File: config.mk
export PLATFORM = sky130hd
export DESIGN_NAME = sl_transmitter_flat
export DESIGN_NICKNAME = d
export VERILOG_FILES = /design/src/rtl/sl_pkg.sv /design/src/rtl/sl_transmitter_if.sv /design/src/rtl/sl_symbol_gen.sv /design/src/rtl/sl_transmitter.sv /design/src/flat_wrapper.sv
export SDC_FILE = /design/constraint.sdc
export NUM_CORES = 1
export LEC_CHECK = 0
export ABC_AREA = 1
export CORE_MARGIN = 5
export CORE_UTILIZATION = 50
export CTS_CLUSTER_SIZE = 12
export DETAILED_ROUTE_END_ITERATION = 8
export PLACE_DENSITY_LB_ADDON = 0.15
export SYNTH_ARGS = -nofsm -noshare
export SYNTH_HDL_FRONTEND = slang
export SYNTH_HIERARCHICAL = 1
export SYNTH_SLANG_ARGS = --single-unit
File: constraint.sdc
create_clock -name clk -period 2.88 [get_ports clk]
set_clock_uncertainty 0.1 [all_clocks]
set_input_delay 0.576 -clock clk [delete_from_list [all_inputs] [get_ports clk]]
set_output_delay 0.576 -clock clk [all_outputs]
set_load 0.01 [all_outputs]
File: src/rtl/sl_pkg.sv
`default_nettype none
// ============================================================================
//  Module      : sl_pkg
//  Description : Shared SL definitions used by the transmitter, the receiver
//                and the APB bridge: FSM state encoding, line symbol types,
//                configuration-register field positions and bit-quantity
//                limits, plus the bit-quantity clamp helper.
//  Revision    : 1.0 - initial release
// ============================================================================
package sl_pkg;

    // Transmitter FSM state encoding
    typedef enum logic [2:0] {
        ST_IDLE   = 3'd0,
        ST_DATA   = 3'd1,
        ST_PARITY = 3'd2,
        ST_STOP   = 3'd3,
        ST_GAP    = 3'd4
    } sl_state_e;

    // Symbol requested from the symbol generator
    typedef enum logic [1:0] {
        SYM_IDLE = 2'd0,
        SYM_ZERO = 2'd1,
        SYM_ONE  = 2'd2,
        SYM_STOP = 2'd3
    } sl_sym_e;

    // Configuration register field positions
    localparam int PCE = 0;
    localparam int BQL = 1;
    localparam int BQH = 6;

    // Bit quantity limits
    localparam int BQ_MIN = 8;
    localparam int BQ_MAX = 32;

    // Clamp a requested bit quantity into BQ_MIN..BQ_MAX
    function automatic logic [5:0] bq_clamp(input logic [5:0] bq);
        if (bq < 6'(BQ_MIN)) begin
            return 6'(BQ_MIN);
        end
        if (bq > 6'(BQ_MAX)) begin
            return 6'(BQ_MAX);
        end
        return bq;
    endfunction

endpackage
`default_nettype wire

File: src/rtl/sl_transmitter_if.sv
`default_nettype none
// ============================================================================
//  Module      : sl_transmitter_if
//  Description : Word/handshake/line bundle of the SL transmitter.
//                master : the word source (APB bridge side).
//                slave  : the transmitter.
//  Signals     : tx_data[31:0], cfg_bq[5:0], cfg_pce, tx_valid   (to slave)
//                tx_ready, tx_busy, tx_done, sl0_o, sl1_o          (from slave)
//  Revision    : 1.0 - initial release
// ============================================================================
interface sl_transmitter_if;
    import sl_pkg::*;

    logic [31:0]      tx_data;
    logic [BQH-BQL:0] cfg_bq;
    logic             cfg_pce;
    logic             tx_valid;
    logic             tx_ready;
    logic             tx_busy;
    logic             tx_done;
    logic             sl0_o;
    logic             sl1_o;

    modport master (
        output tx_data, cfg_bq, cfg_pce, tx_valid,
        input  tx_ready, tx_busy, tx_done, sl0_o, sl1_o
    );

    modport slave (
        input  tx_data, cfg_bq, cfg_pce, tx_valid,
        output tx_ready, tx_busy, tx_done, sl0_o, sl1_o
    );

endinterface
`default_nettype wire

File: src/rtl/sl_symbol_gen.sv
`default_nettype none
// ============================================================================
//  Module      : sl_symbol_gen
//  Description : Symbol timing for the SL line. Owns the per-symbol cycle
//                counter and the symbol-end strobe, and drives the registered
//                SL0/SL1 lines low for the first PULSE_LEN cycles of each
//                ZERO/ONE/STOP symbol.
//  Ports       : clk, rst_n   - clock, async active-low reset
//                i_run        - counter runs while high, held at 0 otherwise
//                i_sym        - symbol type for the current cycle
//                o_sym_end    - last cycle of the current symbol
//                o_sl0/o_sl1  - registered line drives, idle high
//  Revision    : 1.0 - initial release
// ============================================================================
module sl_symbol_gen
    import sl_pkg::*;
#(
    parameter int BIT_PERIOD = 16,
    parameter int PULSE_LEN  = 8
) (
    input  wire logic    clk,
    input  wire logic    rst_n,
    input  wire logic    i_run,
    input  wire sl_sym_e i_sym,
    output logic         o_sym_end,
    output logic         o_sl0,
    output logic         o_sl1
);

    localparam int                 c_cnt_w = (BIT_PERIOD > 1) ? $clog2(BIT_PERIOD) : 1;
    localparam logic [c_cnt_w-1:0] c_last  = c_cnt_w'(BIT_PERIOD - 1);
    localparam logic [c_cnt_w-1:0] c_pulse = c_cnt_w'(PULSE_LEN);

    logic [c_cnt_w-1:0] r_cnt;
    logic               r_sl0;
    logic               r_sl1;
    logic               w_low;
    logic               w_drv0;
    logic               w_drv1;

    assign o_sym_end = i_run && (r_cnt == c_last);
    assign w_low     = i_run && (r_cnt < c_pulse);
    assign w_drv0    = w_low && ((i_sym == SYM_ZERO) || (i_sym == SYM_STOP));
    assign w_drv1    = w_low && ((i_sym == SYM_ONE)  || (i_sym == SYM_STOP));

    always_ff @(posedge clk or negedge rst_n) begin
        if (!rst_n) begin
            r_cnt <= '0;
        end else if (!i_run || o_sym_end) begin
            r_cnt <= '0;
        end else begin
            r_cnt <= r_cnt + c_cnt_w'(1);
        end
    end

    // Line drives are registered, so the line trails the symbol state by one cycle
    always_ff @(posedge clk or negedge rst_n) begin
        if (!rst_n) begin
            r_sl0 <= 1'b1;
            r_sl1 <= 1'b1;
        end else begin
            r_sl0 <= ~w_drv0;
            r_sl1 <= ~w_drv1;
        end
    end

    assign o_sl0 = r_sl0;
    assign o_sl1 = r_sl1;

endmodule
`default_nettype wire

File: src/rtl/sl_transmitter.sv
`default_nettype none
// ============================================================================
//  Module      : sl_transmitter
//  Description : Serialises one word onto the two-wire SL line, LSB first:
//                a low pulse on SL0 is a 0, on SL1 a 1, both low is the stop
//                symbol. Sequence: DATA (N symbols) -> PARITY (optional) ->
//                STOP -> GAP (GAP_BITS idle symbols) -> IDLE.
//  Ports       : clk, rst_n   - SL core clock, async active-low reset
//                bus (slave)  - tx_data, cfg_bq, cfg_pce, tx_valid in;
//                               tx_ready, tx_busy, tx_done, sl0_o, sl1_o out
//  Config      : SL_TX_PARITY_EN - when defined, cfg_pce is honoured and an
//                odd-parity symbol follows the data; otherwise no parity.
//  Revision    : 1.0 - initial release
// ============================================================================
module sl_transmitter
    import sl_pkg::*;
#(
    parameter int BIT_PERIOD = 16,
    parameter int PULSE_LEN  = 8,
    parameter int GAP_BITS   = 2
) (
    input  wire logic       clk,
    input  wire logic       rst_n,
    sl_transmitter_if.slave bus
);

    localparam logic [5:0] c_gap_last = 6'(GAP_BITS - 1);

    sl_state_e   r_state;
    sl_state_e   w_next_state;
    sl_sym_e     w_sym;
    logic [31:0] r_shift;
    logic [5:0]  r_nbits;
    logic [5:0]  r_bit_cnt;
    logic        r_done;
    logic        w_accept;
    logic        w_run;
    logic        w_sym_end;
    logic        w_last_bit;
    logic        w_last_gap;
    logic [5:0]  w_nbits;
`ifdef SL_TX_PARITY_EN
    logic        r_par_en;
    logic        r_parity;
    logic [31:0] w_mask;
`endif

    assign w_accept   = (r_state == ST_IDLE) && bus.tx_valid;
    assign w_run      = (r_state != ST_IDLE);
    assign w_nbits    = bq_clamp(bus.cfg_bq);
    assign w_last_bit = (r_bit_cnt == (r_nbits - 6'd1));
    assign w_last_gap = (r_bit_cnt == c_gap_last);
`ifdef SL_TX_PARITY_EN
    // Keep only the N bits that will actually be sent (N is 8..32)
    assign w_mask     = 32'hFFFF_FFFF >> (6'd32 - w_nbits);
`endif

    // ---------------------------------------------------------------- state
    always_ff @(posedge clk or negedge rst_n) begin
        if (!rst_n) begin
            r_state <= ST_IDLE;
        end else begin
            r_state <= w_next_state;
        end
    end

    // ----------------------------------------------------------- next state
    always_comb begin
        w_next_state = r_state;
        case (r_state)
            ST_IDLE: begin
                if (bus.tx_valid) begin
                    w_next_state = ST_DATA;
                end
            end
            ST_DATA: begin
                if (w_sym_end && w_last_bit) begin
`ifdef SL_TX_PARITY_EN
                    w_next_state = r_par_en ? ST_PARITY : ST_STOP;
`else
                    w_next_state = ST_STOP;
`endif
                end
            end
`ifdef SL_TX_PARITY_EN
            ST_PARITY: begin
                if (w_sym_end) begin
                    w_next_state = ST_STOP;
                end
            end
`endif
            ST_STOP: begin
                if (w_sym_end) begin
                    w_next_state = ST_GAP;
                end
            end
            ST_GAP: begin
                if (w_sym_end && w_last_gap) begin
                    w_next_state = ST_IDLE;
                end
            end
            default: w_next_state = ST_IDLE;
        endcase
    end

    // -------------------------------------------------------------- outputs
    always_comb begin
        w_sym = SYM_IDLE;
        case (r_state)
            ST_DATA:   w_sym = r_shift[0] ? SYM_ONE : SYM_ZERO;
`ifdef SL_TX_PARITY_EN
            ST_PARITY: w_sym = r_parity ? SYM_ONE : SYM_ZERO;
`endif
            ST_STOP:   w_sym = SYM_STOP;
            default:   w_sym = SYM_IDLE;
        endcase
    end

    // ------------------------------------------------------------- datapath
    // The bit counter counts data symbols in DATA and idle symbols in GAP;
    // it is zero on entry to both states.
    always_ff @(posedge clk or negedge rst_n) begin
        if (!rst_n) begin
            r_shift   <= '0;
            r_nbits   <= 6'(BQ_MIN);
            r_bit_cnt <= '0;
`ifdef SL_TX_PARITY_EN
            r_par_en  <= 1'b0;
            r_parity  <= 1'b0;
`endif
        end else if (w_accept) begin
            r_shift   <= bus.tx_data;
            r_nbits   <= w_nbits;
            r_bit_cnt <= '0;
`ifdef SL_TX_PARITY_EN
            r_par_en  <= bus.cfg_pce;
            // Odd parity: ones in data plus parity bit is odd
            r_parity  <= ~^(bus.tx_data & w_mask);
`endif
        end else if (w_sym_end) begin
            if (r_state == ST_DATA) begin
                r_shift <= r_shift >> 1;
            end
            if (((r_state == ST_DATA) && !w_last_bit) ||
                ((r_state == ST_GAP)  && !w_last_gap)) begin
                r_bit_cnt <= r_bit_cnt + 6'd1;
            end else begin
                r_bit_cnt <= '0;
            end
        end
    end

    // Registered so it lines up with the last line cycle of the stop symbol
    always_ff @(posedge clk or negedge rst_n) begin
        if (!rst_n) begin
            r_done <= 1'b0;
        end else begin
            r_done <= (r_state == ST_STOP) && w_sym_end;
        end
    end

    sl_symbol_gen #(
        .BIT_PERIOD (BIT_PERIOD),
        .PULSE_LEN  (PULSE_LEN)
    ) u_symbol_gen (
        .clk       (clk),
        .rst_n     (rst_n),
        .i_run     (w_run),
        .i_sym     (w_sym),
        .o_sym_end (w_sym_end),
        .o_sl0     (bus.sl0_o),
        .o_sl1     (bus.sl1_o)
    );

    assign bus.tx_ready = (r_state == ST_IDLE);
    assign bus.tx_busy  = (r_state != ST_IDLE);
    assign bus.tx_done  = r_done;

endmodule
`default_nettype wire
File: src/flat_wrapper.sv
// flat-port wrapper written by rule: the top's interface ports become plain ports
module sl_transmitter_flat import sl_pkg::*;
#(
    parameter int BIT_PERIOD = 16,
    parameter int PULSE_LEN  = 8,
    parameter int GAP_BITS   = 2
)
  (clk, rst_n, bus_tx_data, bus_cfg_bq, bus_cfg_pce, bus_tx_valid, bus_tx_ready, bus_tx_busy, bus_tx_done, bus_sl0_o, bus_sl1_o);
  sl_transmitter_if bus_i ();
  input  wire logic clk;
  input  wire logic rst_n;
  input wire logic [$bits(bus_i.tx_data)-1:0] bus_tx_data;
  input wire logic [$bits(bus_i.cfg_bq)-1:0] bus_cfg_bq;
  input wire logic [$bits(bus_i.cfg_pce)-1:0] bus_cfg_pce;
  input wire logic [$bits(bus_i.tx_valid)-1:0] bus_tx_valid;
  output wire logic [$bits(bus_i.tx_ready)-1:0] bus_tx_ready;
  output wire logic [$bits(bus_i.tx_busy)-1:0] bus_tx_busy;
  output wire logic [$bits(bus_i.tx_done)-1:0] bus_tx_done;
  output wire logic [$bits(bus_i.sl0_o)-1:0] bus_sl0_o;
  output wire logic [$bits(bus_i.sl1_o)-1:0] bus_sl1_o;
  assign bus_i.tx_data = bus_tx_data;
  assign bus_i.cfg_bq = bus_cfg_bq;
  assign bus_i.cfg_pce = bus_cfg_pce;
  assign bus_i.tx_valid = bus_tx_valid;
  assign bus_tx_ready = bus_i.tx_ready;
  assign bus_tx_busy = bus_i.tx_busy;
  assign bus_tx_done = bus_i.tx_done;
  assign bus_sl0_o = bus_i.sl0_o;
  assign bus_sl1_o = bus_i.sl1_o;
  sl_transmitter #(.BIT_PERIOD(BIT_PERIOD), .PULSE_LEN(PULSE_LEN), .GAP_BITS(GAP_BITS)) u_core (.clk(clk), .rst_n(rst_n), .bus(bus_i));
endmodule
## Word level (Yosys, flattened, before mapping)

Index checks and enable logic that the tools add are counted.

| cells by class | value |
|---|---|
| $lt $le $gt $ge | 3 |
| muxes and demuxes | 21 |
| add/sub/neg operators | 3 |
| bitwise logic cells | 2 |
| eq/ne operators | 13 |
| reduce and logical (&&, ||, !) cells | 23 |

Operators by type and width:

| operator | count |
|---|---|
| $mux 32 | 3 |
| $mux 6 | 7 |
| $mux 3 | 4 |
| $pmux 3 s4 | 1 |
| $logic_and 1x1->1 | 10 |
| $add 6x1->6 const B | 1 |
| $eq 6x1->1 const B | 1 |
| $eq 6x6->1 | 1 |
| $gt 6x6->1 const B | 1 |
| $lt 6x4->1 const B | 1 |
| $sub 6x1->6 const B | 1 |
| $add 4x1->4 const B | 1 |
| $eq 2x2->1 const B | 2 |
| $eq 4x4->1 const B | 1 |
| $logic_or 1x1->1 | 4 |
| $lt 4x4->1 const B | 1 |
| $mux 4 | 1 |
| $ne 2x1->1 const B | 2 |
| $ne 2x2->1 const B | 2 |
| $pmux 2 s2 | 1 |
| $reduce_and 4->1 | 1 |
| $reduce_bool 2->1 | 2 |
| $eq 3x1->1 const B | 1 |
| $eq 3x2->1 const B | 1 |
| other kinds (9) | 14 |

| word-level totals | value |
|---|---|
| word-level logic and storage cells | 73 |
| bits in registers | 54 |
| output and inout bits | 5 |

## Longest topological paths before layout

Gate-level depths: netlist of run 1.

| depth | value |
|---|---|
| word-level depth | 8 |
| mapped depth | 12 |
| depth with buffers taken out | 12 |

## Cells and area by module

The synthesis of run 1 kept the hierarchy.

Modules (own cells, without submodules):

| module | cells an instance | sequential area each (um2) | area an instance (um2) | instances |
|---|---|---|---|---|
| sl_transmitter | 331 | 1202.4 | 2661.3 | 1 |
| sl_symbol_gen | 23 | 152.6 | 250.2 | 1 |

## Least setup slack after synthesis of run 1

Ideal clock, no wire load.

| path | value |
|---|---|
| path kind | register to register |
| start | reg u_core.r_state[1] |
| end | reg u_core.r_shift[2] |
| period minus slack after synthesis | 1.638 ns |
| setup time | 0.129 ns |
| stages on the path, launching flop included | 8 |
| buffers on the path | 1 |
| data required time | 2.651 ns |
| arrival | 1.409 ns |
| path slack | 1.242 ns |
| cell sequence | dfrtp_1 > nor2_4 > nand2_4 > nor3b_2 > nand2_4 > nand2_1 > buf_2 > o21ai_0 |

| between the ends | value |
|---|---|
| longest elaborated chain between the ends | 4 |
| elaborated cells between the ends (all ways) | 9 |
| classes of those cells | 1 x eq/ne; 1 x mux; 7 x reduce/logical |

RTL lines:

| element | RTL line | source |
|---|---|---|
| start: declaration | sl_transmitter.sv:29 | `sl_state_e r_state;` |
| start signal: assignment | sl_transmitter.sv:63 | `r_state <= w_next_state;` |
| $reduce_bool 3->1 | n/a |  |
| net bus_tx_busy | flat_wrapper.sv:17 | `output wire logic [$bits(bus_i.tx_busy)-1:0] bus_tx_busy;` |
| $logic_and 1x1->1 | sl_symbol_gen.sv:41 | `assign o_sym_end = i_run && (r_cnt == c_last);` |
| net u_core.w_sym_end | sl_transmitter.sv:38 | `logic w_sym_end;` |
| $reduce_bool 2->1 (no source line) | n/a |  |
| $reduce_and 2->1 (no source line) | n/a |  |
| end signal: assignment | sl_transmitter.sv:132 | `r_shift <= bus.tx_data;` |
| end signal: assignment | sl_transmitter.sv:142 | `r_shift <= r_shift >> 1;` |
| end: declaration | sl_transmitter.sv:32 | `logic [31:0] r_shift;` |

The timed path passes the listed nets, and every way through them passes these cells.
A chain may end at the register's enable or synchronous reset.

## Worst setup path in the final report of run 1

| path | value |
|---|---|
| start | reg u_core.r_state[2] |
| end | out bus_tx_ready |

| between the ends | value |
|---|---|
| longest elaborated chain between the ends | 1 |

RTL lines:

| element | RTL line | source |
|---|---|---|
| $logic_not 3->1 | sl_transmitter.sv:175 | `assign bus.tx_ready = (r_state == ST_IDLE);` |
| end: declaration | flat_wrapper.sv:16 | `output wire logic [$bits(bus_i.tx_ready)-1:0] bus_tx_ready;` |

No other way between the ends.

==> metrics, run 1 <==
DR WL/cell 12.3 µm; Reg area 1360 µm²; die width 86.3 µm; area leader, netlist dfrtp_1; Post-Syn Area between 2000 and 3000 µm²; pin count of the biggest net entering global routing 33; DR iter-0 viols 89; layout filler cell count 513; sum of negative setup slack 0 ns; count leader, synth inv_1; Switch Pwr approximately 0.0012 W; worst path arrival time 1.63 ns; Sequential Power Share around two fifths; die area roughly 7400 µm²; Critical Path RT roughly 2.2 ns; gpl congestion approximately 0.9; ANT nets after route 0; switching fraction of total power about two fifths; Post-synth ARST share 100%; Int Pwr 0.00189 W; most frequent cells after synthesis inv_1, nand2_1, o21ai_1, dfrtp_1, o21ai_0; Clock Latency Late Sink 0.30 ns; RSZ-0062 raised after global routing no; initial antenna violation count 0; crit-path max FO 8; GRT Overall Usage between 15 and 20%; # Post-CTS Setup Buffers 0; Tightest Pin Transition roughly 0.37 ns; Relative slew margins 75.1%; Clock Path Buffers 2; clock network fraction of design power 17.3%; CTS Sinks 54; vias in the first global route 2320; I/O Buffers 45; Post-Route WL 5780 µm; CTS-repair resized insts 0; placed instance count 462; leakage power 1.70 nW; top-area cell type share of the netlist area 43.8%; post-synth cell types 30; Comb power frac ~43%; row cnt 27; Clock Pin Slew Worst Setup and Hold Paths 0.10 ns; fin crit share about four fifths; CP Launch Type register; Synth Flop Type dfrtp_1; Fmax between 400 and 500 MHz; VDD IR max 0.000445 V; nets@finish about 440; Worst Setup Path Type reg -> out; CP endpoint kind output pin; DRT Pass-1 Iters 4; Hold WS 0.0764 ns; Initial Util 52.2%; HP Class in -> async; Post-CTS Hold Buffers 0; Yosys warnings 6; #FFs+latches synth 54; number of synthesized flops with an enable pin 0; CTS HTree Levels 2; Seq/Total Area, Yosys between 40% and 50%; CTS Buf Count 5; Area growth syn-to-layout 20.1%; Layout Cells excl Fill 470; layout cells sized above 1 11.6%; PwrDens slightly below 900 nW/µm²; GR Overflow Total 0; total number of vias 2379; Final Slew Violations 0; Die Y 86.3 µm; multi-input logic area 1200 µm²; clk root buf clkbuf_8; Vias/cell 5.06; synth top area cells dfrtp_1, o21ai_1, inv_1; Syn Inst Count between 300 and 400; IO Count 47; post-synthesis average cell area 8.22 µm²; CTS tree built; DRC violations left 0; Final Hold Viols 0; maxcap violations 0; Mapped Nets 400; core area 5570 µm²; crit path time final 2.30 ns; detailed placer's ending HPWL approximately 4200 µm; # diodes 0; first-pass GRT wire length 10200 µm; status complete, no violations; final setup fails 0
layout make-up:
type	count	area share [%]
Tap cell	72	2.58
Multi-Input combinational cell	223	34.5
Inverter	62	6.73
Clock inverter	2	1.11
Sequential cell	54	38.7
Clock buffer	6	2.36
Timing Repair Buffer	51	14.0
worst max-delay path: stages (launching register included):
cell and delay, ns:
dfrtp_1 0.45, nor2_4 0.16, nand2_4 0.11, inv_1 0.08, clkdlybuf4s50_1 0.53
through the flow:
step / total power (W) / worst slack (ns) / utilization, % / cell area, µm²
2_1_floorplan: 0.00226 / 1.24 / - / 2910
3_3_place_gp: 0.00253 / 0.613 / 60.6 / 3380
3_5_place_dp: 0.00258 / 0.577 / 60.6 / 3380
4_1_cts: 0.00313 / 0.566 / 62.7 / 3500
5_1_grt: 0.00339 / 0.528 / 62.7 / 3500
6_report: 0.00310 / 0.578 / 62.7 / 3500
layout by cell type (no fill, tap or decap):
master,n
xor2_1,4
clkbuf_8,6
o21ai_2,12
a31o_2,1
nor2_4,2
dfstp_2,3
buf_4,6
or3_1,1
clkdlybuf4s50_1,44
or2_2,2
nand3_1,20
buf_2,1
ha_1,4
inv_6,1
nor3b_2,1
xnor2_1,2
a21oi_1,6
nor2_8,1
nand4_1,6
dfrtp_1,51
a21boi_0,1
nand2_2,3
inv_1,58
o21ai_1,52
nor2_1,10
inv_4,1
nand2_1,52
nor3_1,2
bufinv_16,1
o21ai_0,39
inv_2,3
nand2_4,2
metal layers:
metal | global-route usage (%) | vias to the layer above | wire length [µm]
met2 | 28.5 | 43 | 2750
met5 | 0 | - | 0
met4 | 2.12 | 0 | 13
met3 | 3.61 | 2 | 302
met1 | 22.2 | 1093 | 2720
li1 | - | 1241 | -
path summary, 6_finish.rpt:
check	slack [ns]	to	start	cells after the start
max in group asynchronous	1.93	u_core/u_symbol_gen/o_sl1	rst_n	2
setup reg to reg	0.83	u_core/r_shift[0]	u_core/u_symbol_gen/r_cnt[0]	8
hold / removal	0.08	u_core/r_shift[11]	rst_n	1
setup / recovery	0.58	bus_tx_ready	u_core/r_state[2]	4
hold reg to reg	0.39	u_core/u_symbol_gen/r_cnt[0]	u_core/u_symbol_gen/r_cnt[0]	1
min in group clk	0.39	u_core/u_symbol_gen/r_cnt[0]	u_core/u_symbol_gen/r_cnt[0]	1
sequential cells by signal, indices dropped and copies added (netlist names):
register / cells
u_core/u_symbol_gen/r_cnt: 4
u_core/r_shift: 32
u_core/u_symbol_gen/o_sl1: 1
u_core/r_bit_cnt: 6
u_core/u_symbol_gen/o_sl0: 1
u_core/r_state: 3
u_core/r_nbits: 6
u_core/bus.tx_done: 1
power by group through the flow:
| stage | clock network [W] | registers (W) | logic [W] |
|---|---|---|---|
| after detailed placement | 0 | 0.00125 | 0.00133 |
| after CTS | 0.000553 | 0.00124 | 0.00134 |
| final | 0.000538 | 0.00124 | 0.00133 |
| after global placement | 0 | 0.00124 | 0.00129 |
| after global routing | 0.000581 | 0.00128 | 0.00154 |
| after floorplan | 0 | 0.00122 | 0.00105 |
logic make-up after synthesis:
| group | Yosys count | share of synthesized area (%) |
|---|---|---|
| buffers and inverters | 77 | 12.1 |
| adders and majority gates | 4 | 1.72 |
| and+or+nand+nor | 102 | 17.0 |
| xor gates and xnor gates | 6 | 1.80 |
| DFF | 54 | 46.5 |
| AOI/OAI and AO/OA | 111 | 20.8 |
Power figures use the tool's default switching activity.
==> inputs of run 2 (changes only) <==
- CORE_UTILIZATION: 50 -> 48
- clock period: 2.88 -> 2.08 ns (I/O delays scaled with it)
==> run 2 against run 1 <==
Die area rose by 3.7%. Sequential cell count is the same. Sequential power grew 39%. Highest routed layer unchanged. The flow now finishes with violations (hold timing). Largest power group unchanged. Count of clock-buffer cells in the layout did not move. Sequential share of layout area shrank 0.70 points. Utilization down 2.5 points. Wire length down 0.87%. First-iteration DRC count grew 38%. Cell count increased by 1.1%. Register-to-register slack got worse by 0.66 ns. Global-route usage decreased by 0.48 points. Via count grew 0.71%.
==> metrics, run 2 (synthesized netlist as in run 1, its figures left out) <==
status finished, violations left (was complete, no violations); failing checks hold timing; commonest non-fill, non-tap cells in the layout inv_1, nand2_1, o21ai_1 (unchanged); PwrDens 1210 nW/µm² (was 887 nW/µm²); Largest register FFs 32 (unchanged); maxcap violations 0 (unchanged); Final Hold Viols 15 (was 0); Clock Latency Late Sink 0.30 ns (about the same); gpl congestion 0.874 (was 0.880); Relative slew margins 80.4% (was 75.1%); Initial Util 49.2% (was 52.2%); Die Y 87.9 µm (was 86.3 µm); vias in the first global route 2334 (was 2320); Clock Path Buffers 2 (unchanged); Regs by FF count u_core/r_shift (32), u_core/r_bit_cnt (6), u_core/r_nbits (6) (unchanged); worst path arrival time 1.47 ns (was 1.63 ns); core area 5920 µm² (was 5570 µm²); leakage power 1.74 nW (was 1.70 nW); CP endpoint kind output pin (unchanged); clock network fraction of design power 16.6% (was 17.3%); Hold WS -0.0147 ns (was 0.0764 ns); sum of negative setup slack 0 ns (unchanged); I/O Buffers 45 (unchanged); DRT Pass-1 Iters 5 (was 4); Comb power frac 43.6% (was 42.7%); Final Slew Violations 0 (unchanged); Worst Setup Path Type reg -> out (unchanged); pin count of the biggest net entering global routing 55 (was 33); Sequential Power Share 39.8% (was 39.9%); Reg with most FFs u_core/r_shift (unchanged); fin crit share 95.6%; # diodes 0 (unchanged); Post-Route WL 5730 µm (was 5780 µm); Layout Cells excl Fill 475 (was 470); crit path time final 1.99 ns; detailed placer's ending HPWL 4050 µm (was 4220 µm); initial antenna violation count 0 (unchanged); IO Count 47 (unchanged); crit-path max FO 8 (unchanged); Switch Pwr 0.00166 W (was 0.00121 W); CP Launch Type register (unchanged); DRC violations left 0 (unchanged); Area growth syn-to-layout 22.4% (was 20.1%); RSZ-0062 raised after global routing no (unchanged); Critical Path RT 1.56 ns (was 2.20 ns); Int Pwr 0.00265 W (was 0.00189 W); VDD IR max 0.000623 V (was 0.000445 V); CTS HTree Levels 2 (unchanged); die width 87.9 µm (was 86.3 µm); layout cells sized above 1 12.3% (was 11.6%); DR WL/cell 12.1 µm (was 12.3 µm); nets@finish 446 (was 443); placed instance count 466 (was 462); CTS Buf Count 5 (unchanged); Post-CTS Hold Buffers 0 (unchanged); CTS Sinks 54 (unchanged); switching fraction of total power 38.4% (was 39.0%); GRT Overall Usage 16.1% (was 16.6%); DR iter-0 viols 123 (was 89); Clock Pin Slew Worst Setup and Hold Paths 0.09 ns (was 0.10 ns); row cnt 28 (was 27); HP Class in -> async (unchanged); Vias/cell 5.04 (was 5.06); Tightest Pin Transition 0.293 ns (was 0.372 ns); CTS tree built (unchanged); GR Overflow Total 0 (unchanged); total number of vias 2396 (was 2379); final setup fails 0 (unchanged); most common cell after layout, fill and taps aside inv_1 (unchanged); ANT nets after route 0 (unchanged); Pwr Total 0.00431 W (was 0.00310 W); Fmax 503 MHz; clk root buf clkbuf_8 (unchanged); first-pass GRT wire length 9910 µm (was 10200 µm); die area 7720 µm² (was 7450 µm²)
run 2: changes by cell type in the layout (fill, tap and decap cells not counted), sizes merged:
cell | before | now
buf | 7 | 10
inv | 63 | 62
clkdlybuf4s50 | 44 | 43
dlygate4sd2 | 0 | 1
run 2: critical path, cell delays in order (launching register included):
cell,delay [ns]
dfrtp_1,0.43
nor2_4,0.15
nand2_4,0.11
clkdlybuf4s50_1,0.49
run 2: path summary, 6_finish.rpt:
check / cells past startpoint / to / startpoint / slack [ns]
worst max-delay path: 3 / bus_tx_busy / u_core/r_state[2] / 0.09
worst min-delay path: 2 / u_core/r_nbits[1] / rst_n / -0.01
worst max register to register: 9 / u_core/r_state[0] / u_core/u_symbol_gen/r_cnt[0] / 0.17
worst min register to register: 1 / u_core/u_symbol_gen/r_cnt[0] / u_core/u_symbol_gen/r_cnt[0] / 0.39
max in group asynchronous: 2 / u_core/r_nbits[3] / rst_n / 1.59
min in group clk: 1 / u_core/u_symbol_gen/r_cnt[0] / u_core/u_symbol_gen/r_cnt[0] / 0.39
run 2: final cells by class:
class                           instances  area, µm²
Clock buffer                            6       82.6
Clock inverter                          1       30.0
Fill cell                             531       2360
Inverter                               62        235
Multi-Input combinational cell        223       1200
Sequential cell                        54       1360
Tap cell                               75       93.8
Timing Repair Buffer                   54        562
run 2: metrics by stage:
stage	instance area, µm²	setup slack [ns]	utilization, %	hold slack, ns
4_1_cts	3560	0.0716	60.2	0.00369
3_5_place_dp	3440	0.100	58.1	0.336
3_3_place_gp	3440	0.139	58.1	0.338
6_report	3560	0.0911	60.2	-0.0147
2_1_floorplan	2910	0.442	-	0.0204
5_1_grt	3560	0.0375	60.2	0.0164
run 2: power by group through the flow:
stage | registers (W) | logic [W] | clock network (W)
after detailed placement | 0.00174 | 0.00188 | 0
final | 0.00172 | 0.00188 | 0.000716
after global placement | 0.00172 | 0.00184 | 0
after CTS | 0.00172 | 0.00190 | 0.000737
after global routing | 0.00176 | 0.00218 | 0.000776
after floorplan | 0.00168 | 0.00145 | 0
run 2: timing repair:
item	in CTS	in global routing
hold endpoints to repair	0	0
setup buffers	2	0
resized for setup	2	0
setup endpoints to repair	1	0
run 2: layer usage:
layer  part of all wire [%]  vias up  track usage [%]
met5                      0        -                0
met4                    1.3        0             5.58
met3                    6.4        7             3.57
met2                     46       65             26.9
met1                     47     1082             20.5
li1                       -     1242                -
